## config.mk

```make
export PLATFORM = sky130hd
export DESIGN_NAME = ps2_host_tx
export DESIGN_NICKNAME = d
export VERILOG_FILES = /design/src/rtl/ps2_pkg.sv /design/src/rtl/ps2_line_sync.sv /design/src/rtl/ps2_host_tx.sv
export SDC_FILE = /design/constraint.sdc
export NUM_CORES = 1
export LEC_CHECK = 0
export BUFFER_PORTS_ARGS = -buffer_cell sky130_fd_sc_hd__buf_4
export CAP_MARGIN = 0
export CORE_UTILIZATION = 30
export DETAILED_ROUTE_END_ITERATION = 10
export HOLD_SLACK_MARGIN = 0.08
export PLACE_DENSITY = 0.51
export SLEW_MARGIN = 40
export SYNTH_ARGS = -nofsm -noshare
export SYNTH_HDL_FRONTEND = slang
export SYNTH_SLANG_ARGS = --single-unit
```

## constraint.sdc

```tcl
create_clock -name clk -period 6.8 [get_ports clk]
set_clock_uncertainty 0.2 [all_clocks]
set_input_delay 0.34 -clock clk [delete_from_list [all_inputs] [get_ports clk]]
set_output_delay 0.34 -clock clk [all_outputs]
set_load 0.01 [all_outputs]
```

## src/rtl/ps2_pkg.sv

```systemverilog
// ps2_pkg -- shared definitions for the PS/2 host transmitter.
//  - tx_state_e   : transmitter FSM state encoding (also exported on dbg_state)
//  - CMD_* / RESP_*: common keyboard command and response bytes
//  - us_to_cycles : converts a microsecond interval to clock cycles at a given clock rate
//  - max3         : largest of three cycle constants, used to size counters
//  - frame_bits   : {odd parity, data} as shifted out LSB-first
package ps2_pkg;

   typedef enum logic [2:0] {
      ST_IDLE      = 3'd0,
      ST_INHIBIT   = 3'd1,
      ST_REQ       = 3'd2,
      ST_WAIT_CLK  = 3'd3,
      ST_SHIFT     = 3'd4,
      ST_ACK       = 3'd5,
      ST_WAIT_IDLE = 3'd6,
      ST_ABORT     = 3'd7
   } tx_state_e;

   localparam logic [7:0] CMD_SET_LEDS = 8'hED;
   localparam logic [7:0] CMD_ECHO     = 8'hEE;
   localparam logic [7:0] CMD_RESET    = 8'hFF;
   localparam logic [7:0] RESP_ACK     = 8'hFA;
   localparam logic [7:0] RESP_RESEND  = 8'hFE;

   // 64-bit intermediate: 15000 us * 50 MHz does not fit in 32 bits.
   function automatic int unsigned us_to_cycles(input int unsigned us,
                                                input int unsigned freq_hz);
      logic [63:0] prod;
      prod = 64'(us) * 64'(freq_hz) / 64'd1_000_000;
      return prod[31:0];
   endfunction

   function automatic int unsigned max3(input int unsigned a,
                                        input int unsigned b,
                                        input int unsigned c);
      int unsigned m;
      m = (a > b) ? a : b;
      return (m > c) ? m : c;
   endfunction

   // Odd parity: the parity bit makes the total count of ones odd.
   function automatic logic [8:0] frame_bits(input logic [7:0] d);
      return {~^d, d};
   endfunction

endpackage

```

## src/rtl/ps2_line_sync.sv

```systemverilog
// ps2_line_sync -- 2-FF synchronizer for the PS2_CLK / PS2_DAT pins plus a
// falling-edge detector on the synchronized clock. Shared with the receiver.
// Ports:
//  clk, reset_n  system clock, asynchronous active-low reset
//  ps2_clk_in    raw PS2_CLK pin level (asynchronous)
//  ps2_data_in   raw PS2_DAT pin level (asynchronous)
//  clk_s         synchronized PS2_CLK
//  data_s        synchronized PS2_DAT
//  clk_fall      1-cycle pulse when clk_s goes 1 -> 0
// The synchronizer resets to 0, so the lines read as busy until two clocks
// after reset release; clk_prev also resets to 0 so no false fall appears.
module ps2_line_sync (
   input  logic clk,
   input  logic reset_n,
   input  logic ps2_clk_in,
   input  logic ps2_data_in,
   output logic clk_s,
   output logic data_s,
   output logic clk_fall
);

   logic [1:0] clk_meta;
   logic [1:0] data_meta;
   logic       clk_prev;

   always_ff @(posedge clk or negedge reset_n) begin
      if (!reset_n) begin
         clk_meta  <= 2'b00;
         data_meta <= 2'b00;
         clk_prev  <= 1'b0;
      end else begin
         clk_meta  <= {clk_meta[0], ps2_clk_in};
         data_meta <= {data_meta[0], ps2_data_in};
         clk_prev  <= clk_meta[1];
      end
   end

   assign clk_s    = clk_meta[1];
   assign data_s   = data_meta[1];
   assign clk_fall = clk_prev & ~clk_meta[1];

endmodule

```

## src/rtl/ps2_host_tx.sv

```systemverilog
// ps2_host_tx -- PS/2 host-to-device transmitter. Sends one command byte to the
// keyboard over the open-drain PS2_CLK/PS2_DAT lines: clock inhibit,
// request-to-send, bit shifting on device falling edges, acknowledge check.
// Ports:
//  clk, reset_n           system clock, asynchronous active-low reset
//  tx_valid/tx_data       command request and byte
//  tx_ready               block can accept a command (idle and both lines high)
//  ps2_clk_in/ps2_data_in raw pin levels
//  ps2_clk_oe/ps2_data_oe 1 = pull the line low, 0 = release
//  busy                   transmission in progress; receiver drops line activity
//  tx_done                1-cycle pulse: byte sent and acknowledged
//  tx_ack_err             1-cycle pulse: device did not acknowledge at fall 11
//  tx_timeout             1-cycle pulse: start or frame timeout
//  dbg_state              current FSM state
// Handshake: a command is accepted on a clock edge where tx_valid & tx_ready;
// tx_data is captured on that edge. tx_valid while tx_ready=0 is ignored and
// is not queued.
// Configuration macro: PS2_TX_RETRY_EN -- when defined, a failed attempt is
// retried with the same byte up to MAX_RETRY times before the error pulses.
module ps2_host_tx
   import ps2_pkg::*;
#(
   parameter int unsigned CLK_FREQ_HZ = 50_000_000,
   parameter int unsigned INHIBIT_US  = 100,
   parameter int unsigned START_TO_US = 15000,
   parameter int unsigned FRAME_TO_US = 2000,
   parameter int unsigned MAX_RETRY   = 2
) (
   input  logic       clk,
   input  logic       reset_n,
   input  logic       tx_valid,
   input  logic [7:0] tx_data,
   output logic       tx_ready,
   input  logic       ps2_clk_in,
   input  logic       ps2_data_in,
   output logic       ps2_clk_oe,
   output logic       ps2_data_oe,
   output logic       busy,
   output logic       tx_done,
   output logic       tx_ack_err,
   output logic       tx_timeout,
   output tx_state_e  dbg_state
);

   localparam int unsigned INHIBIT_CYC = us_to_cycles(INHIBIT_US, CLK_FREQ_HZ);
   localparam int unsigned START_CYC   = us_to_cycles(START_TO_US, CLK_FREQ_HZ);
   localparam int unsigned FRAME_CYC   = us_to_cycles(FRAME_TO_US, CLK_FREQ_HZ);
   localparam int unsigned CNT_LIMIT   = max3(INHIBIT_CYC, START_CYC, FRAME_CYC);
   localparam int          CW          = $clog2(CNT_LIMIT + 1);
   localparam int          RW          = $clog2(MAX_RETRY + 2);
   localparam logic [CW-1:0] CNT_SAT   = CW'(CNT_LIMIT);

`ifdef PS2_TX_RETRY_EN
   localparam int unsigned RETRIES = MAX_RETRY;
`else
   localparam int unsigned RETRIES = 0;
`endif

   tx_state_e      state;
   logic [CW-1:0]  cnt;        // inhibit length, then start timeout
   logic [CW-1:0]  fto_cnt;    // frame timeout from first fall
   logic [3:0]     bit_cnt;    // device falls seen in this frame
   logic [8:0]     shreg;      // remaining {parity, data} bits, LSB next
   logic [7:0]     data_q;     // held for retries
   logic [RW-1:0]  retry_cnt;
   logic           abort_to;   // reason for ABORT: 1 = timeout, 0 = no ack
   logic           clk_s, data_s, clk_fall;
   logic           accept;

   ps2_line_sync u_sync (
      .clk         (clk),
      .reset_n     (reset_n),
      .ps2_clk_in  (ps2_clk_in),
      .ps2_data_in (ps2_data_in),
      .clk_s       (clk_s),
      .data_s      (data_s),
      .clk_fall    (clk_fall)
   );

   assign tx_ready  = (state == ST_IDLE) & clk_s & data_s;
   assign accept    = tx_valid & tx_ready;
   assign busy      = (state != ST_IDLE);
   assign dbg_state = state;

   // Counters stop at their limit instead of wrapping.
   function automatic logic [CW-1:0] sat_inc(input logic [CW-1:0] v);
      return (v == CNT_SAT) ? v : v + 1'b1;
   endfunction

   always_ff @(posedge clk or negedge reset_n) begin
      if (!reset_n) begin
         state       <= ST_IDLE;
         cnt         <= '0;
         fto_cnt     <= '0;
         bit_cnt     <= '0;
         shreg       <= '0;
         data_q      <= '0;
         retry_cnt   <= '0;
         abort_to    <= 1'b0;
         ps2_clk_oe  <= 1'b0;
         ps2_data_oe <= 1'b0;
         tx_done     <= 1'b0;
         tx_ack_err  <= 1'b0;
         tx_timeout  <= 1'b0;
      end else begin
         tx_done    <= 1'b0;
         tx_ack_err <= 1'b0;
         tx_timeout <= 1'b0;
         case (state)
            ST_IDLE: begin
               ps2_clk_oe  <= 1'b0;
               ps2_data_oe <= 1'b0;
               if (accept) begin
                  // Any device frame in progress is overridden by the inhibit.
                  data_q     <= tx_data;
                  shreg      <= frame_bits(tx_data);
                  cnt        <= '0;
                  retry_cnt  <= '0;
                  ps2_clk_oe <= 1'b1;
                  state      <= ST_INHIBIT;
               end
            end
            ST_INHIBIT: begin
               cnt <= sat_inc(cnt);
               if (cnt >= CW'(INHIBIT_CYC - 1)) begin
                  ps2_data_oe <= 1'b1;   // start bit, while clock still held
                  state       <= ST_REQ;
               end
            end
            ST_REQ: begin
               ps2_clk_oe <= 1'b0;
               cnt        <= '0;
               state      <= ST_WAIT_CLK;
            end
            ST_WAIT_CLK: begin
               if (clk_fall) begin
                  // Device has taken the start bit; fall 1 presents d0.
                  ps2_data_oe <= ~shreg[0];
                  shreg       <= {1'b1, shreg[8:1]};
                  bit_cnt     <= 4'd1;
                  fto_cnt     <= '0;
                  state       <= ST_SHIFT;
               end else if (cnt >= CW'(START_CYC - 1)) begin
                  ps2_data_oe <= 1'b0;
                  abort_to    <= 1'b1;
                  state       <= ST_ABORT;
               end else begin
                  cnt <= sat_inc(cnt);
               end
            end
            ST_SHIFT, ST_ACK, ST_WAIT_IDLE: begin
               fto_cnt <= sat_inc(fto_cnt);
               if (fto_cnt >= CW'(FRAME_CYC - 1)) begin
                  ps2_data_oe <= 1'b0;
                  abort_to    <= 1'b1;
                  state       <= ST_ABORT;
               end else if (state == ST_SHIFT) begin
                  if (clk_fall) begin
                     if (bit_cnt == 4'd9) begin
                        ps2_data_oe <= 1'b0;   // fall 10: stop bit = released line
                        state       <= ST_ACK;
                     end else begin
                        ps2_data_oe <= ~shreg[0];
                        shreg       <= {1'b1, shreg[8:1]};
                        bit_cnt     <= bit_cnt + 4'd1;
                     end
                  end
               end else if (state == ST_ACK) begin
                  if (clk_fall) begin
                     if (!data_s) begin
                        state <= ST_WAIT_IDLE;
                     end else begin
                        abort_to <= 1'b0;
                        state    <= ST_ABORT;
                     end
                  end
               end else begin
                  if (clk_s && data_s) begin
                     tx_done <= 1'b1;
                     state   <= ST_IDLE;
                  end
               end
            end
            ST_ABORT: begin
               ps2_clk_oe  <= 1'b0;
               ps2_data_oe <= 1'b0;
               if (retry_cnt != RW'(RETRIES)) begin
                  // Retry silently: busy stays high, no error pulse yet.
                  retry_cnt  <= retry_cnt + 1'b1;
                  shreg      <= frame_bits(data_q);
                  cnt        <= '0;
                  ps2_clk_oe <= 1'b1;
                  state      <= ST_INHIBIT;
               end else begin
                  if (abort_to) tx_timeout <= 1'b1;
                  else          tx_ack_err <= 1'b1;
                  state <= ST_IDLE;
               end
            end
            default: state <= ST_IDLE;
         endcase
      end
   end

endmodule

```

==> results of run 1 <==
-- cell families after synthesis --
kind of cell	count (synthesis)
multiplexers	14
XOR/XNOR	46
buffers and inverters	40
adder cells (fa/ha/maj)	7
AO/OA/AOI/OAI	87
flip-flops	77
AND/OR/NAND/NOR	245
-- state kept, by name, summed over array words and instances (netlist names) --
| signal | count |
|---|---|
| fto_cnt | 20 |
| abort_to | 1 |
| retry_cnt | 2 |
| dbg_state | 3 |
| tx_ack_err | 1 |
| data_q | 8 |
| ps2_clk_oe | 1 |
| tx_done | 1 |
| u_sync.data_meta | 2 |
| tx_timeout | 1 |
| u_sync.clk_prev | 1 |
| cnt | 20 |
| ps2_data_oe | 1 |
| shreg | 9 |
| bit_cnt | 4 |
| u_sync.clk_meta | 2 |
-- how the worst min path moves through the flow --
stage | start | endpoint | depth (start not counted)
floorplan | reset_n | abort_to | 0
global placement | u_sync.clk_meta[0] | u_sync.clk_meta[1] | 0
detailed placement | u_sync.clk_meta[0] | u_sync.clk_meta[1] | 0
CTS | u_sync.clk_meta[0] | u_sync.clk_meta[1] | 0
global route | u_sync.clk_meta[0] | u_sync.clk_meta[1] | 0
finish | u_sync.clk_meta[0] | u_sync.clk_meta[1] | 0
-- layout make-up --
type / instances / area, um2
flip-flops and latches: 77 / 1930
inverters: 16 / 60.1
multi-input cells: 399 / 2370
well taps: 184 / 230
repair buffers: 37 / 309
fillers: 1519 / 9360
clock buffers: 10 / 229
clock inverters: 5 / 52.6
-- layout by cell type, fill, tap and decap left out, drive strengths merged, types with 3 or more instances in the layout --
cell,Yosys,routed
clkinv,0,3
nor3,27,27
o221ai,3,3
dlygate4sd3,0,11
o311ai,3,3
clkbuf,18,10
o211ai,3,3
or2,3,3
a21oi,14,14
nand4,10,10
and4,3,3
nand2,84,84
buf,6,26
nor2,55,55
xnor2,39,39
mux2,12,12
o21ai,39,39
o31ai,5,5
nor3b,3,3
xor2,7,7
dfrtp,77,77
nor2b,5,5
inv,16,16
nand2b,3,3
and3,7,7
a21o,4,4
a211oi,4,4
nor4,9,9
or3,5,5
ha,7,7
nand3,23,23
-- where the power goes --
part / switching [mW] / internal (mW) / leakage [nW] / total (mW)
logic: 0.453 / 0.322 / 0.997 / 0.775
registers: 0.118 / 0.560 / 1.01 / 0.678
clock network: 0.184 / 0.280 / 0.138 / 0.465
-- per-stage QoR --
stage                     hold WS [ps]  instance area, um2
after floorplan                   -156                4460
after global placement             139                4780
after detailed placement           135                4780
after CTS                          148                5180
after global routing               157                5180
final                              148                5180
-- per-layer routing --
metal  GRT usage  up-vias  part of all wire
li1            -     1844                 -
met1       0.194     1761              0.50
met2       0.219       36              0.46
met3      0.0348        5             0.027
met4      0.0432        0            0.0065
met5           0        -                 0
-- worst max-delay path, cell delays in order, from the launching register on --
cell and delay [ps]:
dfrtp_1 630, or3_4 530, nor2_4 380, o21ai_1 120, a21o_1 430, or2_1 360
or3_1 350, a21oi_1 160
-- repair_timing --
action                                 CTS  global route
endpoints found under the hold margin   87             0
setup endpoints to repair                0             0
hold buffers                            11             0
==> results_dict.tcl, run 1 <==
set metrics [dict create \
    finalSetupTns_ps 0 \
    wl_per_cell_um 13.8 \
    syn_area_per_cell_um2 8.64 \
    ys_async_sr_fraction 1.00 \
    fin_crit_sh 0.476 \
    ys_ff_latch 77 \
    dp.cells 702 \
    report.power.total_mw 1.92 \
    clk_pin_slew_worst_paths_ps 60 \
    yosys.area.top_type_share 0.432 \
    drc 0 \
    fin_ws_ps 3560 \
    end_kind "flop" \
    vias_per_cell 5.01 \
    hold_violations 0 \
    antenna_found_initial 0 \
    synth.distinct_cells 57 \
    ios 23 \
    yosys.area_share.xor_xnor 0.0903 \
    overflow 0 \
    place_congestion 0.787 \
    muxShareOfSynthArea 0.0348 \
    drtAntennaViolNets 0 \
    vias 3646 \
    tightest_slew_ps 732 \
    endpoint "cnt[17]" \
    post_synth_fa_ha_maj_area_fraction 0.0196 \
    clock_path_buffers 2 \
    synth_nets 536 \
    postRouteWirelength_um 10000 \
    ctsResizeCount 0 \
    grtUsageTotal 0.141 \
    grt_pass1_vias 3434 \
    rsz0062_at_grt "no" \
    synth_compound_area_frac 0.122 \
    fin_util 0.356 \
    period_minus_slack_ps 3240 \
    synth_edf_count 0 \
    setup_viol_count_final 0 \
    hp-class "flop to flop" \
    crit-reg2reg-launch "dbg_state[1]" \
    critPathKind "flop to flop" \
    status "finished clean" \
    cp_max_fo 24 \
    dieArea_mm2 0.0154 \
    rrSetupSlack_ps 3560 \
    synth_simple_gate_area_frac 0.264 \
    yosysMostFrequentCell "nand2_1" \
    drv_cap 0 \
    cts.sinks 77 \
    power_density_mw_per_mm2 371 \
    port_buffers 22 \
    nets 560 \
    insertion_delay_ps 330 \
    ir_drop_mv 0.182 \
    grt_start_max_net_pins 78 \
    slew_violations 0 \
    r2r_cells 7 \
    arrival_ps 3290 \
    startpoint_type "flop" \
    post-cts-setup-buffer-count 0 \
    synth_area_leaders "dfrtp_1 (43%), xnor2_1 (7.7%), nand2_1 (7.1%)" \
    max_freq_mhz 309 \
    die_x_um 124 \
    rows 44 \
    drtIter0Drc 219 \
    ys.flop_type "dfrtp_1" \
    synth_cells 516 \
    dp.final_hpwl_um 6760 \
    numCtsBuffers 9 \
    synth_top_family_by_area "simple AND/OR/NAND/NOR gates" \
    ys_seq_area_frac 0.432 \
    area_delta_synth_final_pct 16.0 \
    setup.worst_path.start "dbg_state[1]" \
    ctsHtreeMaxLevel 3 \
    first_pass_iters 4 \
    synth_top_area_cell "dfrtp_1" \
    drive_above_1_share 0.112 \
    start_util 0.307 \
    ys_warn_count 0 \
    p_leak_nw 2.15 \
    antenna_cells 0 \
    yosys-top-cells-count "nand2_1 (84), dfrtp_1 (77), nor2_1 (54)" \
    netlist_area_mm2 0.00446 \
    core_area_mm2 0.0145 \
    grt_pass1_wl_um 17000 \
    finalNonFillerCells 728 \
    root_buffer "clkbuf_16" \
    dieHeight_um 124 \
    required_ps 6850 \
    r2r_end "cnt[17]" \
    pre_cts_ws_ps 3580 \
    cts_tree "built" \
    slew_headroom 0.512 \
]
No activity file was read; power rests on OpenSTA's default activity.
==> run 2, diff against run 1 <==
==> constraint.sdc (replaced) <==
create_clock -name clk -period 3.37 [get_ports clk]
set_clock_uncertainty 0.2 [all_clocks]
set_input_delay 0.1685 -clock clk [delete_from_list [all_inputs] [get_ports clk]]
set_output_delay 0.1685 -clock clk [all_outputs]
set_load 0.01 [all_outputs]
==> run 2 against run 1 <==
Sequential power up 99%. Combinational power up 110%. Sequential share of layout area down 0.67 points. Clock power up 130%. Largest power group unchanged. Final cell count up 1.1%.
==> results_dict.tcl, run 2 (synthesized netlist as in run 1, its figures left out) <==
set metrics [dict create \
    core_area_mm2 0.0145 \
    clk_pin_slew_worst_paths_ps 60 \
    max_freq_mhz 358 \
    startpoint_type "flop" \
    port_buffers 22 \
    grtUsageTotal 0.149 \
    path_cells "nand2_1, nand2_1, a41oi_1, o21ai_1, nor4_1, xnor2_1, nor2_1" \
    pre_cts_ws_ps 582 \
    drtAntennaViolNets 0 \
    drc 0 \
    arrival_ps 2820 \
    antenna_cells 0 \
    hp-class "flop to flop" \
    dieHeight_um 124 \
    setup_viol_count_final 0 \
    finalSetupTns_ps 0 \
    drtIter0Drc 274 \
    crit_buf_inv 0 \
    overflow 0 \
    insertion_delay_ps 340 \
    rsz0062_at_grt "no" \
    power_density_mw_per_mm2 769 \
    ir_drop_mv 0.274 \
    vias_per_cell 5.00 \
    place_congestion 0.793 \
    antenna_found_initial 0 \
    slew_violations 0 \
    required_ps 3390 \
    die_x_um 124 \
    fin_util 0.363 \
    crit_family "simple AND/OR/NAND/NOR gates" \
    postRouteWirelength_um 10500 \
    crit_top_cell "nand2_1" \
    root_buffer "clkbuf_16" \
    grt_pass1_vias 3580 \
    cp_max_fo 13 \
    grt_start_max_net_pins 78 \
    drive_above_1_share 0.123 \
    post-cts-setup-buffer-count 0 \
    whs_ps 155 \
    numCtsBuffers 9 \
    largest_registers "cnt (20), fto_cnt (20), shreg (9)" \
    cts.sinks 77 \
    dp.final_hpwl_um 7180 \
    rows 44 \
    nets 567 \
    ctsHtreeMaxLevel 3 \
    fin_ws_ps 577 \
    dieArea_mm2 0.0154 \
    wl_per_cell_um 14.3 \
    hold_violations 0 \
    vias 3680 \
    tightest_slew_ps 766 \
    layout_commonest_cell "nand2_1" \
    p_leak_nw 2.20 \
    slowest_delay_ps 500 \
    grt_pass1_wl_um 17700 \
    period_minus_slack_ps 2790 \
    start_util 0.307 \
    drv_cap 0 \
    critPathKind "flop to flop" \
    fin_crit_sh 0.829 \
    slew_headroom 0.489 \
    cts_tree "built" \
    first_pass_iters 4 \
    most-common-layout-cells "nand2_1 (84), dfrtp_1 (77), nor2_1 (54)" \
    ios 23 \
    end_kind "flop" \
    area_delta_synth_final_pct 18.2 \
    status "finished clean" \
    slowest_stage "dfrtp_1" \
    clock_path_buffers 2 \
]
run 2: cell count changes in the layout (fill, tap and decap cells not counted), sizes merged:
| cell | previous run | this run |
|---|---|---|
| buf | 26 | 33 |
| bufinv | 1 | 2 |
| clkbuf | 10 | 12 |
| clkinv | 3 | 2 |
| clkinvlp | 1 | 0 |
run 2: per-stage QoR:
step | area (um2) | cells | power [mW]
after CTS | 5270 | 736 | 4.12
after floorplan | 4460 | 516 | 2.56
final | 5270 | 736 | 4.06
after global placement | 4830 | 709 | 2.99
after detailed placement | 4830 | 709 | 3.02
after global routing | 5270 | 736 | 4.39
run 2: what timing repair did:
action / CTS / global route
hold buffers: 11 / 0
resized for setup: 0 / 0
endpoints found under the hold margin: 93 / 0
run 2: path summary, 6_finish.rpt:
check / cells past startpoint / end / slack [ps] / start
setup / recovery: 7 / fto_cnt[14] / 580 / dbg_state[0]
hold / removal: 0 / u_sync.clk_meta[1] / 160 / u_sync.clk_meta[0]
setup reg to reg: 7 / fto_cnt[14] / 580 / dbg_state[0]
hold reg to reg: 0 / u_sync.clk_meta[1] / 160 / u_sync.clk_meta[0]
max in group asynchronous: 2 / dbg_state[0] / 2240 / reset_n
min in group asynchronous: 2 / fto_cnt[9] / 240 / reset_n
run 2: layout make-up:
class / count / area (um2)
fill: 1500 / 9260
multi-input combinational: 399 / 2370
sequential: 77 / 1930
timing repair buffer: 44 / 362
clock buffer: 12 / 256
tap: 184 / 230
clock inverter: 4 / 70.1
inverter: 16 / 60.1
run 2: per-layer routing:
layer  GRT usage  wire length (um)  part of all wire  vias to the layer above
met1       0.196              5060              0.48                     1778
met2       0.238              4960              0.47                       36
li1            -                 -                 -                     1861
met3      0.0490               385             0.037                        5
met5           0                 0                 0                        -
met4      0.0313                84            0.0080                        0
run 2: worst reg2reg max path, delay by kind of cell (launching register included):
| kind | cells | cell delay [ps] |
|---|---|---|
| AND/OR/NAND/NOR | 4 | 1110 |
| AO/OA/AOI/OAI | 2 | 710 |
| flip-flops | 1 | 500 |
| XOR/XNOR | 1 | 160 |
run 2: power by group:
| group | switching (mW) | leakage (nW) | internal (mW) |
|---|---|---|---|
| Sequential | 0.218 | 1.01 | 1.13 |
| Combinational | 0.951 | 1.03 | 0.694 |
| Clock | 0.375 | 0.163 | 0.686 |
